### config.mk
export PLATFORM = sky130hd
export DESIGN_NAME = tone_player
export DESIGN_NICKNAME = d
export VERILOG_FILES = /design/src/rtl/tone_player.sv
export SDC_FILE = /design/constraint.sdc
export NUM_CORES = 1
export LEC_CHECK = 0
export CAP_MARGIN = 15
export CORE_ASPECT_RATIO = 0.5
export CORE_UTILIZATION = 50
export CTS_BUF_LIST = sky130_fd_sc_hd__clkbuf_4 sky130_fd_sc_hd__clkbuf_8
export CTS_CLUSTER_SIZE = 16
export DETAILED_ROUTE_END_ITERATION = 8
export GPL_TIMING_DRIVEN = 0
export PLACE_DENSITY_LB_ADDON = 0.12
export RECOVER_POWER = 100
export SLEW_MARGIN = 30
export SYNTH_ARGS = -nofsm -noshare
export SYNTH_HDL_FRONTEND = slang
export SYNTH_SLANG_ARGS = --single-unit
### constraint.sdc
create_clock -name clk -period 4.1 [get_ports clk]
set_input_delay 1.23 -clock clk [delete_from_list [all_inputs] [get_ports clk]]
set_output_delay 1.23 -clock clk [all_outputs]
set_load 0.02 [all_outputs]
### src/rtl/tone_player.sv
// tone_player: plays one timed note per start request.
//   The prescale value is latched on start and clk is divided by it to step an
//   8-bit phase accumulator. Each note is a PLAY phase (NOTE_CYCLES) followed
//   by a silent MUTE phase (GAP_CYCLES), then a noteDone pulse on return to IDLE.
// Ports:
//   clk           system clock
//   resetN        asynchronous active-low reset
//   start         one-cycle note request (retriggers while busy)
//   preScaleValue clk cycles per phase step, clamped to >= 2 on capture
//   soundSwitch   global mute, 1 = audible
//   phase         phase index for the sine table
//   toneOut       square wave, phase[7] while audible
//   soundEnable   codec/speaker enable
//   busy          high in PLAY or MUTE
//   noteDone      one-cycle pulse on entry to IDLE
module tone_player #(
  parameter int unsigned NOTE_CYCLES = 12_500_000,
  parameter int unsigned GAP_CYCLES  = 2_500_000
) (
  input  logic       clk,
  input  logic       resetN,
  input  logic       start,
  input  logic [9:0] preScaleValue,
  input  logic       soundSwitch,
  output logic [7:0] phase,
  output logic       toneOut,
  output logic       soundEnable,
  output logic       busy,
  output logic       noteDone
);

  localparam int unsigned PS_W    = 10;
  localparam int unsigned PH_W    = 8;
  localparam int unsigned MAX_CYC = (NOTE_CYCLES > GAP_CYCLES) ? NOTE_CYCLES : GAP_CYCLES;
  localparam int unsigned DUR_W   = (MAX_CYC > 1) ? $clog2(MAX_CYC) : 1;

  localparam logic [DUR_W-1:0] NOTE_LAST = DUR_W'(NOTE_CYCLES - 1);
  localparam logic [DUR_W-1:0] GAP_LAST  = DUR_W'(GAP_CYCLES - 1);

  typedef enum logic [1:0] {
    S_IDLE = 2'd0,
    S_PLAY = 2'd1,
    S_MUTE = 2'd2
  } state_t;

  state_t            state_q, state_n;
  logic [PS_W-1:0]   presc_q, presc_n;
  logic [PS_W-1:0]   div_q, div_n;
  logic [DUR_W-1:0]  dur_q, dur_n;
  logic [PH_W-1:0]   phase_n;
  logic              tone_n, snd_en_n, busy_n, done_n;

  // Next-state, counters and registered-output next values
  always_comb begin
    state_n  = state_q;
    presc_n  = presc_q;
    div_n    = div_q;
    dur_n    = dur_q;
    phase_n  = phase;
    tone_n   = 1'b0;
    snd_en_n = 1'b0;
    busy_n   = 1'b0;
    done_n   = 1'b0;

    case (state_q)
      S_IDLE:  if (start) state_n = S_PLAY;
      S_PLAY:  if (dur_q == NOTE_LAST) state_n = S_MUTE;
      S_MUTE:  if (dur_q == GAP_LAST) state_n = S_IDLE;
      default: state_n = S_IDLE;
    endcase
    // A request in any state (including the last MUTE cycle) restarts the note
    if (start) state_n = S_PLAY;

    if (start) begin
      presc_n = (preScaleValue < PS_W'(2)) ? PS_W'(2) : preScaleValue;
      div_n   = '0;
      dur_n   = '0;
      phase_n = '0;
    end else if (state_n != state_q) begin
      dur_n   = '0;
      div_n   = '0;
      phase_n = '0;
    end else if (state_q == S_PLAY) begin
      dur_n = dur_q + DUR_W'(1);
      if (div_q == presc_q - PS_W'(1)) begin
        div_n   = '0;
        phase_n = phase + PH_W'(1);
      end else begin
        div_n = div_q + PS_W'(1);
      end
    end else if (state_q == S_MUTE) begin
      dur_n = dur_q + DUR_W'(1);
    end

    busy_n   = (state_n != S_IDLE);
    snd_en_n = (state_n == S_PLAY) && soundSwitch;
    // Follows the current phase bit; suppressed when the note ends or restarts
    tone_n   = (state_q == S_PLAY) && (state_n == S_PLAY) && !start
               && phase[PH_W-1] && soundSwitch;
    done_n   = (state_q == S_MUTE) && (state_n == S_IDLE);
  end

  // State and output registers
  always_ff @(posedge clk or negedge resetN) begin
    if (!resetN) begin
      state_q     <= S_IDLE;
      presc_q     <= '0;
      div_q       <= '0;
      dur_q       <= '0;
      phase       <= '0;
      toneOut     <= 1'b0;
      soundEnable <= 1'b0;
      busy        <= 1'b0;
      noteDone    <= 1'b0;
    end else begin
      state_q     <= state_n;
      presc_q     <= presc_n;
      div_q       <= div_n;
      dur_q       <= dur_n;
      phase       <= phase_n;
      toneOut     <= tone_n;
      soundEnable <= snd_en_n;
      busy        <= busy_n;
      noteDone    <= done_n;
    end
  end

endmodule

==> flow_summary.yaml, run 1 <==
clock_tree:
  ctsLongestPathBuffers: 2
  numCtsBuffers: 9
  post_cts.repair.setup_buffers: 0
  cts_hold_buffers: 0
  clkTransAtPathRegs_ps: 70
  tritoncts: "built"
  clock-sinks: 58
  clk-insertion-delay-late_ps: 360
  clock_tree.root_cell: "clkbuf_8"
  post_cts.resized_instances: 0
  cts-htree-levels: 3
route:
  average_wire_length_per_cell_after_detail_routing_um: 14.17
  routed_via_count: 2346
  drt-vias-per-instance: 5.213
  antenna_left: 0
  drt_wl_total_um: 6378
  drtIter0Drc: 99
  drt_first_pass_iters: 5
  drc: 0
timing:
  finalCriticalPeriod_ps: 2861
  timing_max_transition_violations_final: 0
  finalSetupViolations: 0
  worst_slew_margin_rel: 0.5151
  grt_setup_unrepaired: "false"
  fmax_ghz: 0.3496
  timing_hold_violations_final: 0
  setup-tns-final_ps: 0
  min_period_over_period: 0.6977
  finalWorstSetupSlack_ps: 1239
  clock_skew_ps: 5.594
  tightest_slew_ps: 727.4
placement:
  io_buffer_count: 25
  gpl.final_weighted_congestion: 0.8236
  post-place-ws_ps: 1176
  detailed_place_hpwl_um: 4533
global_route:
  grt_pass1_vias: 2342
  grt_pass1_wl_um: 10960
  maximum_number_of_pins_on_one_net_before_global_route_repair: 49
  gr-total-overflow: 0
  antenna_found_initial: 0
  grtUsageTotal: 0.2228
floorplan:
  ioPinCount: 26
  rows: 20
  fp.coreArea_mm2: 0.006081
  fp.dieH_um: 58.18
  die_x_extent_um: 114.4
  initial_core_utilization: 0.5189
  dieArea_mm2: 0.006652
worst_setup_path:
  ff2ff_path_depth: 9
  critPathLaunchType: "flip-flop"
  reg2reg_from: "dur_q[0]$_DFFE_PN0P_"
  cp-end-kind: "flip-flop"
  worstReg2RegEnd: "div_q[0]$_DFFE_PN0P_"
  reg2reg_slack_ps: 1240
  worst-endpoint-required_ps: 4330
  crit_path_max_fanout: 10
  crit_type: "reg -> reg"
  worstPathArrival_ps: 3090
min_path:
  timing.hold.worst_endpoint: "presc_q[9]$_DFFE_PN0P_"
  hold_class: "reg -> reg"
  timing.hold.worst.start: "presc_q[9]$_DFFE_PN0P_"
  whs_path_depth: 1
layout:
  area_growth_syn_to_layout_pct: 19.51
  final_nets: 379
  insertedDiodeCount: 0
  layout_cell_share_with_drive_strength_beyond_1: 0.09392
synth:
  number_of_enable_flip_flop_cells_after_synthesis: 0
  syn-instance-count: 320
  yosys_most_used_dff: "dfrtp_1"
  asyncSetResetFlopFracSynth: 1.000
  synth.distinct_cells: 49
  mappedNetlistNets: 342
  mappedNetlistArea_mm2: 0.003156
  ranking_of_synthesized_cells_by_instance_count: "dfrtp_1 (58), nor2_1 (55), xor2_1 (30)"
  post-synth-top-area-fraction: 0.4600
  synth_warnings: 0
  synth.area.top_cells: "dfrtp_1 (46%), xor2_1 (8.3%), nor2_1 (6.5%)"
  ffs_latches_synth: 58
  synth_top_area_cell: "dfrtp_1"
  sequential_to_total_area_share_from_yosys_stat: 0.4600
  synth_area_per_cell_um2: 9.861
  synth.most_common_cell: "dfrtp_1"
run:
  max_cap_viol_count: 0
power_and_ir_drop:
  seqPwrFrac: 0.424
  power_density_mw_per_mm2: 389.8
  internal_power_mw: 1.112
  netSwitchingPower_mw: 0.3580
  vdd_drop_max_v: 0.0002121
  pwr-share-comb: 0.121
  power_switching_share: 0.2436
  power.leakage_nw: 1.638
  p_clk_frac: 0.455
  totalPowerFinal_mw: 1.470
run_status:
  status: "completed"
[power groups by stage]
stage / clock network [mW] / registers, mW / logic (mW)
after detailed placement: 0 / 0.633 / 0.184
after floorplan: 0 / 0.631 / 0.122
after global routing: 0.712 / 0.627 / 0.199
after global placement: 0 / 0.632 / 0.175
final: 0.668 / 0.623 / 0.178
after CTS: 0.683 / 0.623 / 0.186
[cells by family (layout without fill, tap and decap cells)]
kind of cell	count (synthesis)	after routing	synth area share
flip-flops	58	58	0.4600
AO/OA/AOI/OAI	29	29	0.06860
adder cells (fa/ha/maj)	8	8	0.03172
XOR/XNOR	49	49	0.1384
AND/OR/NAND/NOR	145	145	0.2308
buffers and inverters	20	62	0.03251
multiplexers	11	11	0.03807
[worst max-delay path by stage]
stage / startpoint / endpoint / cells past startpoint / slack, ps
final: dur_q[0]$_DFFE_PN0P_ / div_q[0]$_DFFE_PN0P_ / 9 / 1240
after global placement: resetN / dur_q[9]$_DFFE_PN0P_ / 1 / 80
after floorplan: presc_q[0]$_DFFE_PN0P_ / phase[4]$_DFFE_PN0P_ / 8 / 1970
after CTS: phase[2]$_DFFE_PN0P_ / phase[2] / 1 / 1460
after detailed placement: preScaleValue[4] / presc_q[0]$_DFFE_PN0P_ / 5 / 1180
after global routing: dur_q[0]$_DFFE_PN0P_ / div_q[2]$_DFFE_PN0P_ / 9 / 950
[cell usage in the layout, fill, tap and decap left out, types with 3 or more instances in the layout]
| cell | count |
|---|---|
| a21oi_1 | 7 |
| and3_1 | 8 |
| and4_1 | 3 |
| bufinv_16 | 3 |
| clkbuf_1 | 7 |
| clkbuf_8 | 12 |
| clkdlybuf4s50_1 | 10 |
| dfrtp_1 | 58 |
| dlygate4sd3_1 | 14 |
| ha_1 | 8 |
| inv_1 | 10 |
| mux2_2 | 8 |
| mux2i_1 | 3 |
| nand2_1 | 26 |
| nand3_1 | 10 |
| nand4_1 | 13 |
| nand4b_1 | 3 |
| nor2_1 | 55 |
| nor3_1 | 5 |
| nor3b_1 | 3 |
| nor4_1 | 4 |
| o21ai_0 | 6 |
| or3_1 | 6 |
| xnor2_1 | 18 |
| xor2_1 | 30 |
[metrics by stage]
stage                     hold slack [ps]  instance area, um^2    util  instances
final                               530.5                 3771  0.6202        450
after global routing                561.0                 3771  0.6202        450
after CTS                           540.0                 3792  0.6237        450
after detailed placement            526.4                 3541  0.5823        434
after global placement              516.6                 3516  0.5782        433
after floorplan                     500.8                 3156       -        320
[sequential cells by signal, summed over array words and instances (netlist names)]
name	cells
div_q	10
toneOut	1
dur_q	24
noteDone	1
busy	1
presc_q	10
state_q	2
phase	8
soundEnable	1
[metal layers]
| layer | share of wire | vias to the layer above | global-route usage | wire [um] |
|---|---|---|---|---|
| met2 | 0.47 | 25 | 0.3645 | 3011 |
| met4 | 0.020 | 0 | 0.06122 | 130 |
| met3 | 0.037 | 11 | 0.1015 | 236 |
| li1 | - | 1180 | - | - |
| met5 | 0 | - | 0 | 0 |
| met1 | 0.47 | 1130 | 0.2692 | 2999 |
[worst max-delay path: stages, from the launching register on]
cell	delay, ps
dfrtp_1	380
ha_1	270
nor4bb_1	320
and4_1	280
and4_1	260
o31ai_1	110
o211ai_1	430
nand2b_1	170
clkbuf_1	400
nor2_1	100
[final cells by class]
| type | instances | area, um^2 |
|---|---|---|
| clock inverters | 5 | 100.1 |
| clock buffers | 11 | 151.4 |
| flip-flops and latches | 58 | 1451 |
| repair buffers | 26 | 271.5 |
| plain buffers | 10 | 63.81 |
| inverters | 10 | 37.54 |
| multi-input cells | 242 | 1585 |
| fillers | 533 | 2310 |
| well taps | 88 | 110.1 |
(Power assumes the default switching activity.)
==> run 2: changes to the inputs <==
Clock period 4.1 ns to 2.8 ns, I/O delays scaled along.
==> flow_summary.yaml, run 2 (same netlist as run 1, synthesis figures left out) <==
layout:
  area_growth_syn_to_layout_pct: 19.35
  largestRegisters: "dur_q: 24 flops, div_q: 10 flops, presc_q: 10 flops"
  register_with_the_highest_flop_count: "dur_q"
  final-seq-area_mm2: 0.001451
  largest_reg_flops: 24
  insertedDiodeCount: 0
  multi_input_comb_area_mm2: 0.001602
  num-fill-cells: 531
  layoutNonFillerInstCount: 450
  final_nets: 379
  layout.cells.most_common_list: "dfrtp_1 (58), nor2_1 (55), xor2_1 (30)"
  utilization: 0.6193
  layout_cell_share_with_drive_strength_beyond_1: 0.1050
  most_common_cell_after_layout_fill_and_taps_aside: "dfrtp_1"
clock_tree:
  cts-htree-levels: 3
  clk-insertion-delay-late_ps: 360
  clock-sinks: 58
  tritoncts: "built"
  cts_hold_buffers: 0
  post_cts.repair.setup_buffers: 0
  numCtsBuffers: 9
  post_cts.resized_instances: 0
  ctsLongestPathBuffers: 2
  clkTransAtPathRegs_ps: 70
  clock_tree.root_cell: "clkbuf_8"
route:
  average_wire_length_per_cell_after_detail_routing_um: 14.18
  drt_wl_total_um: 6381
  routed_via_count: 2344
  drc: 0
  drtIter0Drc: 86
  drt_first_pass_iters: 5
  drt-vias-per-instance: 5.209
  antenna_left: 0
global_route:
  met1_usage: 0.2692
  maximum_number_of_pins_on_one_net_before_global_route_repair: 49
  grt_pass1_vias: 2342
  gr-max-usage-layer: "met2"
  gr-usage-met3: 0.1015
  global_route.usage.met2: 0.3645
  gr-total-overflow: 0
  antenna_found_initial: 0
  grt_pass1_wl_um: 10960
  grtUsageTotal: 0.2228
timing:
  grt_setup_unrepaired: "false"
  worst_slew_margin_rel: 0.2153
  finalCriticalPeriod_ps: 2556
  min_period_over_period: 0.9130
  clock_skew_ps: 5.107
  timing_hold_violations_final: 0
  tightest_slew_ps: 1177
  timing_max_transition_violations_final: 0
  finalSetupViolations: 0
  fmax_ghz: 0.3912
worst_setup_path:
  reg2reg_slack_ps: 240
  worst-endpoint-required_ps: 3020
  critPathLaunchType: "flip-flop"
  crit_type: "reg -> reg"
  crit_path_max_fanout: 10
  cp-end-kind: "flip-flop"
  worstReg2RegEnd: "dur_q[14]$_DFFE_PN0P_"
  worstPathArrival_ps: 2780
  reg2reg_from: "dur_q[0]$_DFFE_PN0P_"
  ff2ff_path_depth: 8
power_and_ir_drop:
  power.leakage_nw: 1.637
  vdd_drop_max_v: 0.0003099
  power_density_mw_per_mm2: 571.8
min_path:
  hold_class: "in -> async"
placement:
  io_buffer_count: 25
  gpl.final_weighted_congestion: 0.8236
  detailed_place_hpwl_um: 4533
  dp.cells: 434
run:
  max_cap_viol_count: 0
floorplan:
  rows: 20
  initial_core_utilization: 0.5189
  fp.coreArea_mm2: 0.006081
  fp.dieH_um: 58.18
  ioPinCount: 26
  die_x_extent_um: 114.4
  dieArea_mm2: 0.006652
run_status:
  status: "completed"
==> run 2: cell count changes in the layout (fill, tap and decap cells not counted), sizes merged <==
cell	before	now
clkbuf	19	20
buf	4	3
==> run 2: layout make-up <==
class                      count  share of cell area
inverter                      10            0.009967
tap                           88             0.02924
buffer                        10             0.01728
clock buffer                  11             0.04020
multi-input combinational    242              0.4253
clock inverter                 5             0.02658
timing repair buffer          26             0.06611
sequential                    58              0.3854
==> run 2: worst max path at each step <==
| stage | cells past startpoint | endpoint | start | slack (ps) |
|---|---|---|---|---|
| 2_1_floorplan | 8 | phase[4]$_DFFE_PN0P_ | presc_q[0]$_DFFE_PN0P_ | 670 |
| 3_3_place_gp | 1 | dur_q[9]$_DFFE_PN0P_ | resetN | -830 |
| 3_5_place_dp | 8 | dur_q[1]$_DFFE_PN0P_ | dur_q[0]$_DFFE_PN0P_ | 220 |
| 4_1_cts | 8 | phase[0]$_DFFE_PN0P_ | dur_q[0]$_DFFE_PN0P_ | 200 |
| 5_1_grt | 8 | phase[2]$_DFFE_PN0P_ | dur_q[0]$_DFFE_PN0P_ | 30 |
| 6_report | 8 | dur_q[14]$_DFFE_PN0P_ | dur_q[0]$_DFFE_PN0P_ | 240 |
==> run 2: critical path, cell delays in order, from the launching register on <==
cell	delay [ps]
dfrtp_1	380
ha_1	270
nor4bb_1	320
and4_1	280
and4_1	270
o31ai_2	100
o211ai_2	280
clkbuf_1	410
nor2_1	120
==> run 2: metal layers <==
layer,share of wire,up-vias
li1,-,1177
met2,0.46,28
met3,0.037,11
met5,0,-
met4,0.021,0
met1,0.48,1128
==> run 2: report_power, final <==
group / internal (mW) / switching [mW]
registers: 0.875 / 0.0378
clock network: 0.636 / 0.343
logic: 0.115 / 0.146
total: 1.63 / 0.527
==> run 2: per-stage QoR <==
step | worst slack, ps | power (mW) | cell area, um^2 | TNS, ps | hold WS, ps
CTS | 200.0 | 2.184 | 3792 | 0 | 318.3
global placement | -831.6 | 1.183 | 3516 | -47980 | 516.6
detailed placement | 216.5 | 1.197 | 3541 | 0 | 526.4
global route | 28.97 | 2.251 | 3766 | 0 | 476.5
floorplan | 668.7 | 1.102 | 3156 | 0 | 500.8
finish | 243.6 | 2.153 | 3766 | 0 | 452.6
==> run 3: changes to the inputs <==
Settings changed: CORE_UTILIZATION 50 to 40.
==> flow_summary.yaml, run 3 (same netlist as run 1, synthesis figures left out) <==
layout:
  most_common_cell_after_layout_fill_and_taps_aside: "dfrtp_1"
  largestRegisters: "dur_q: 24 flops, div_q: 10 flops, presc_q: 10 flops"
  layout_cell_share_with_drive_strength_beyond_1: 0.1077
  final_nets: 379
  layout.cells.most_common_list: "dfrtp_1 (58), nor2_1 (55), xor2_1 (30)"
  largest_reg_flops: 24
  insertedDiodeCount: 0
  utilization: 0.5027
  register_with_the_highest_flop_count: "dur_q"
  area_growth_syn_to_layout_pct: 19.27
timing:
  finalCriticalPeriod_ps: 2585
  timing_hold_violations_final: 0
  finalSetupViolations: 0
  clock_skew_ps: 10.39
  fmax_ghz: 0.3869
  tightest_slew_ps: 1197
  worst_slew_margin_rel: 0.2019
  min_period_over_period: 0.9231
  timing_max_transition_violations_final: 0
  holdWs_ps: 544.8
  grt_setup_unrepaired: "false"
  finalWorstSetupSlack_ps: 215.2
worst_setup_path:
  ff2ff_path_depth: 8
  worstPathArrival_ps: 2800
  critPathLaunchType: "flip-flop"
  path_common_cell: "and4_1"
  worst-endpoint-required_ps: 3010
  crit_chain: "ha_1 > nor4bb_1 > and4_1 > and4_1 > o31ai_2 > o211ai_2 > clkbuf_1 > nor2_1"
  worstReg2RegEnd: "dur_q[17]$_DFFE_PN0P_"
  crit_start: "dur_q[0]$_DFFE_PN0P_"
  crit_path_max_fanout: 10
  crit_type: "reg -> reg"
  reg2reg_slack_ps: 220
  cp-end-kind: "flip-flop"
  crit_slowest_cell: "clkbuf_1"
  cp_slowest_stage_delay_ps: 400
  reg2reg_from: "dur_q[0]$_DFFE_PN0P_"
  critPathCapture: "dur_q[17]$_DFFE_PN0P_"
clock_tree:
  clock-sinks: 58
  post_cts.repair.setup_buffers: 0
  clock_tree.root_cell: "clkbuf_8"
  cts-htree-levels: 3
  clkTransAtPathRegs_ps: 60
  ctsLongestPathBuffers: 2
  clk-insertion-delay-late_ps: 350
  cts_hold_buffers: 0
  numCtsBuffers: 9
  post_cts.resized_instances: 0
  tritoncts: "built"
placement:
  detailed_place_hpwl_um: 4761
  post-place-ws_ps: 137.0
  gpl.final_weighted_congestion: 0.8359
  io_buffer_count: 25
global_route:
  antenna_found_initial: 0
  grt_pass1_wl_um: 11390
  grt_pass1_vias: 2414
  grtUsageTotal: 0.1824
  gr-total-overflow: 0
  maximum_number_of_pins_on_one_net_before_global_route_repair: 37
power_and_ir_drop:
  internal_power_mw: 1.522
  vdd_drop_max_v: 0.0002505
  seqPwrFrac: 0.448
  pwr-share-comb: 0.129
  p_clk_frac: 0.423
  power.leakage_nw: 1.623
  power_density_mw_per_mm2: 541.0
  power_switching_share: 0.2523
  netSwitchingPower_mw: 0.5137
min_path:
  hold_class: "reg -> reg"
  whs_path_depth: 1
route:
  drtIter0Drc: 77
  routed_via_count: 2376
  drc: 0
  average_wire_length_per_cell_after_detail_routing_um: 14.02
  drt-vias-per-instance: 5.055
  antenna_left: 0
  drt_first_pass_iters: 4
  drt_wl_total_um: 6591
floorplan:
  rows: 22
  die_x_extent_um: 127.6
  fp.coreArea_mm2: 0.007487
  dieArea_mm2: 0.008270
  initial_core_utilization: 0.4215
  fp.dieH_um: 64.81
  ioPinCount: 26
run_status:
  status: "completed"
run:
  max_cap_viol_count: 0
[run 3: cell count changes in the layout (fill, tap and decap cells not counted), sizes merged]
cell / delta
clkbuf: -1
clkinvlp: +1
buf: +1
bufinv: -1
dlygate4sd3: -1
clkdlybuf4s50: +1
[run 3: worst min path at each step]
stage	endpoint	slack, ps	startpoint
after floorplan	presc_q[9]$_DFFE_PN0P_	500	presc_q[9]$_DFFE_PN0P_
after global placement	presc_q[9]$_DFFE_PN0P_	520	presc_q[9]$_DFFE_PN0P_
after detailed placement	presc_q[9]$_DFFE_PN0P_	530	presc_q[9]$_DFFE_PN0P_
after CTS	dur_q[23]$_DFFE_PN0P_	370	resetN
after global routing	presc_q[9]$_DFFE_PN0P_	570	presc_q[9]$_DFFE_PN0P_
final	presc_q[9]$_DFFE_PN0P_	540	presc_q[9]$_DFFE_PN0P_
[run 3: critical path, delay by kind of cell (launching register included)]
kind | cells | cell delay [ps]
compound gates | 2 | 410
simple gates | 4 | 980
fa+ha+maj | 1 | 280
flops | 1 | 380
buf+inv | 1 | 400
[run 3: final cells by class]
| type | instances | area (um^2) |
|---|---|---|
| Sequential cell | 58 | 1451 |
| Timing Repair Buffer | 26 | 249.0 |
| Tap cell | 108 | 135.1 |
| Inverter | 10 | 37.54 |
| Fill cell | 715 | 3724 |
| Buffer | 10 | 66.31 |
| Multi-Input combinational cell | 242 | 1602 |
| Clock inverter | 5 | 77.57 |
| Clock buffer | 11 | 145.1 |
[run 3: power groups by stage]
stage | registers, mW | logic [mW] | clock network (mW)
2_1_floorplan | 0.923 | 0.178 | 0
3_3_place_gp | 0.926 | 0.260 | 0
3_5_place_dp | 0.928 | 0.271 | 0
4_1_cts | 0.912 | 0.272 | 0.893
5_1_grt | 0.918 | 0.294 | 0.939
6_report | 0.912 | 0.262 | 0.861
[run 3: stage by stage]
stage	cell area [um^2]	power (mW)	setup TNS [ps]	std cells
global route	3764	2.151	0	470
detailed placement	3558	1.199	0	454
CTS	3781	2.077	0	470
floorplan	3156	1.102	0	320
global placement	3541	1.186	-52170	453
finish	3764	2.036	0	470
[run 3: routing by layer]
metal / vias to the layer above / wire, um / GRT usage
met5: - / 0 / 0
met2: 29 / 3125 / 0.3019
met1: 1151 / 3154 / 0.2173
met3: 11 / 209 / 0.06524
met4: 0 / 101 / 0.07647
li1: 1185 / - / -
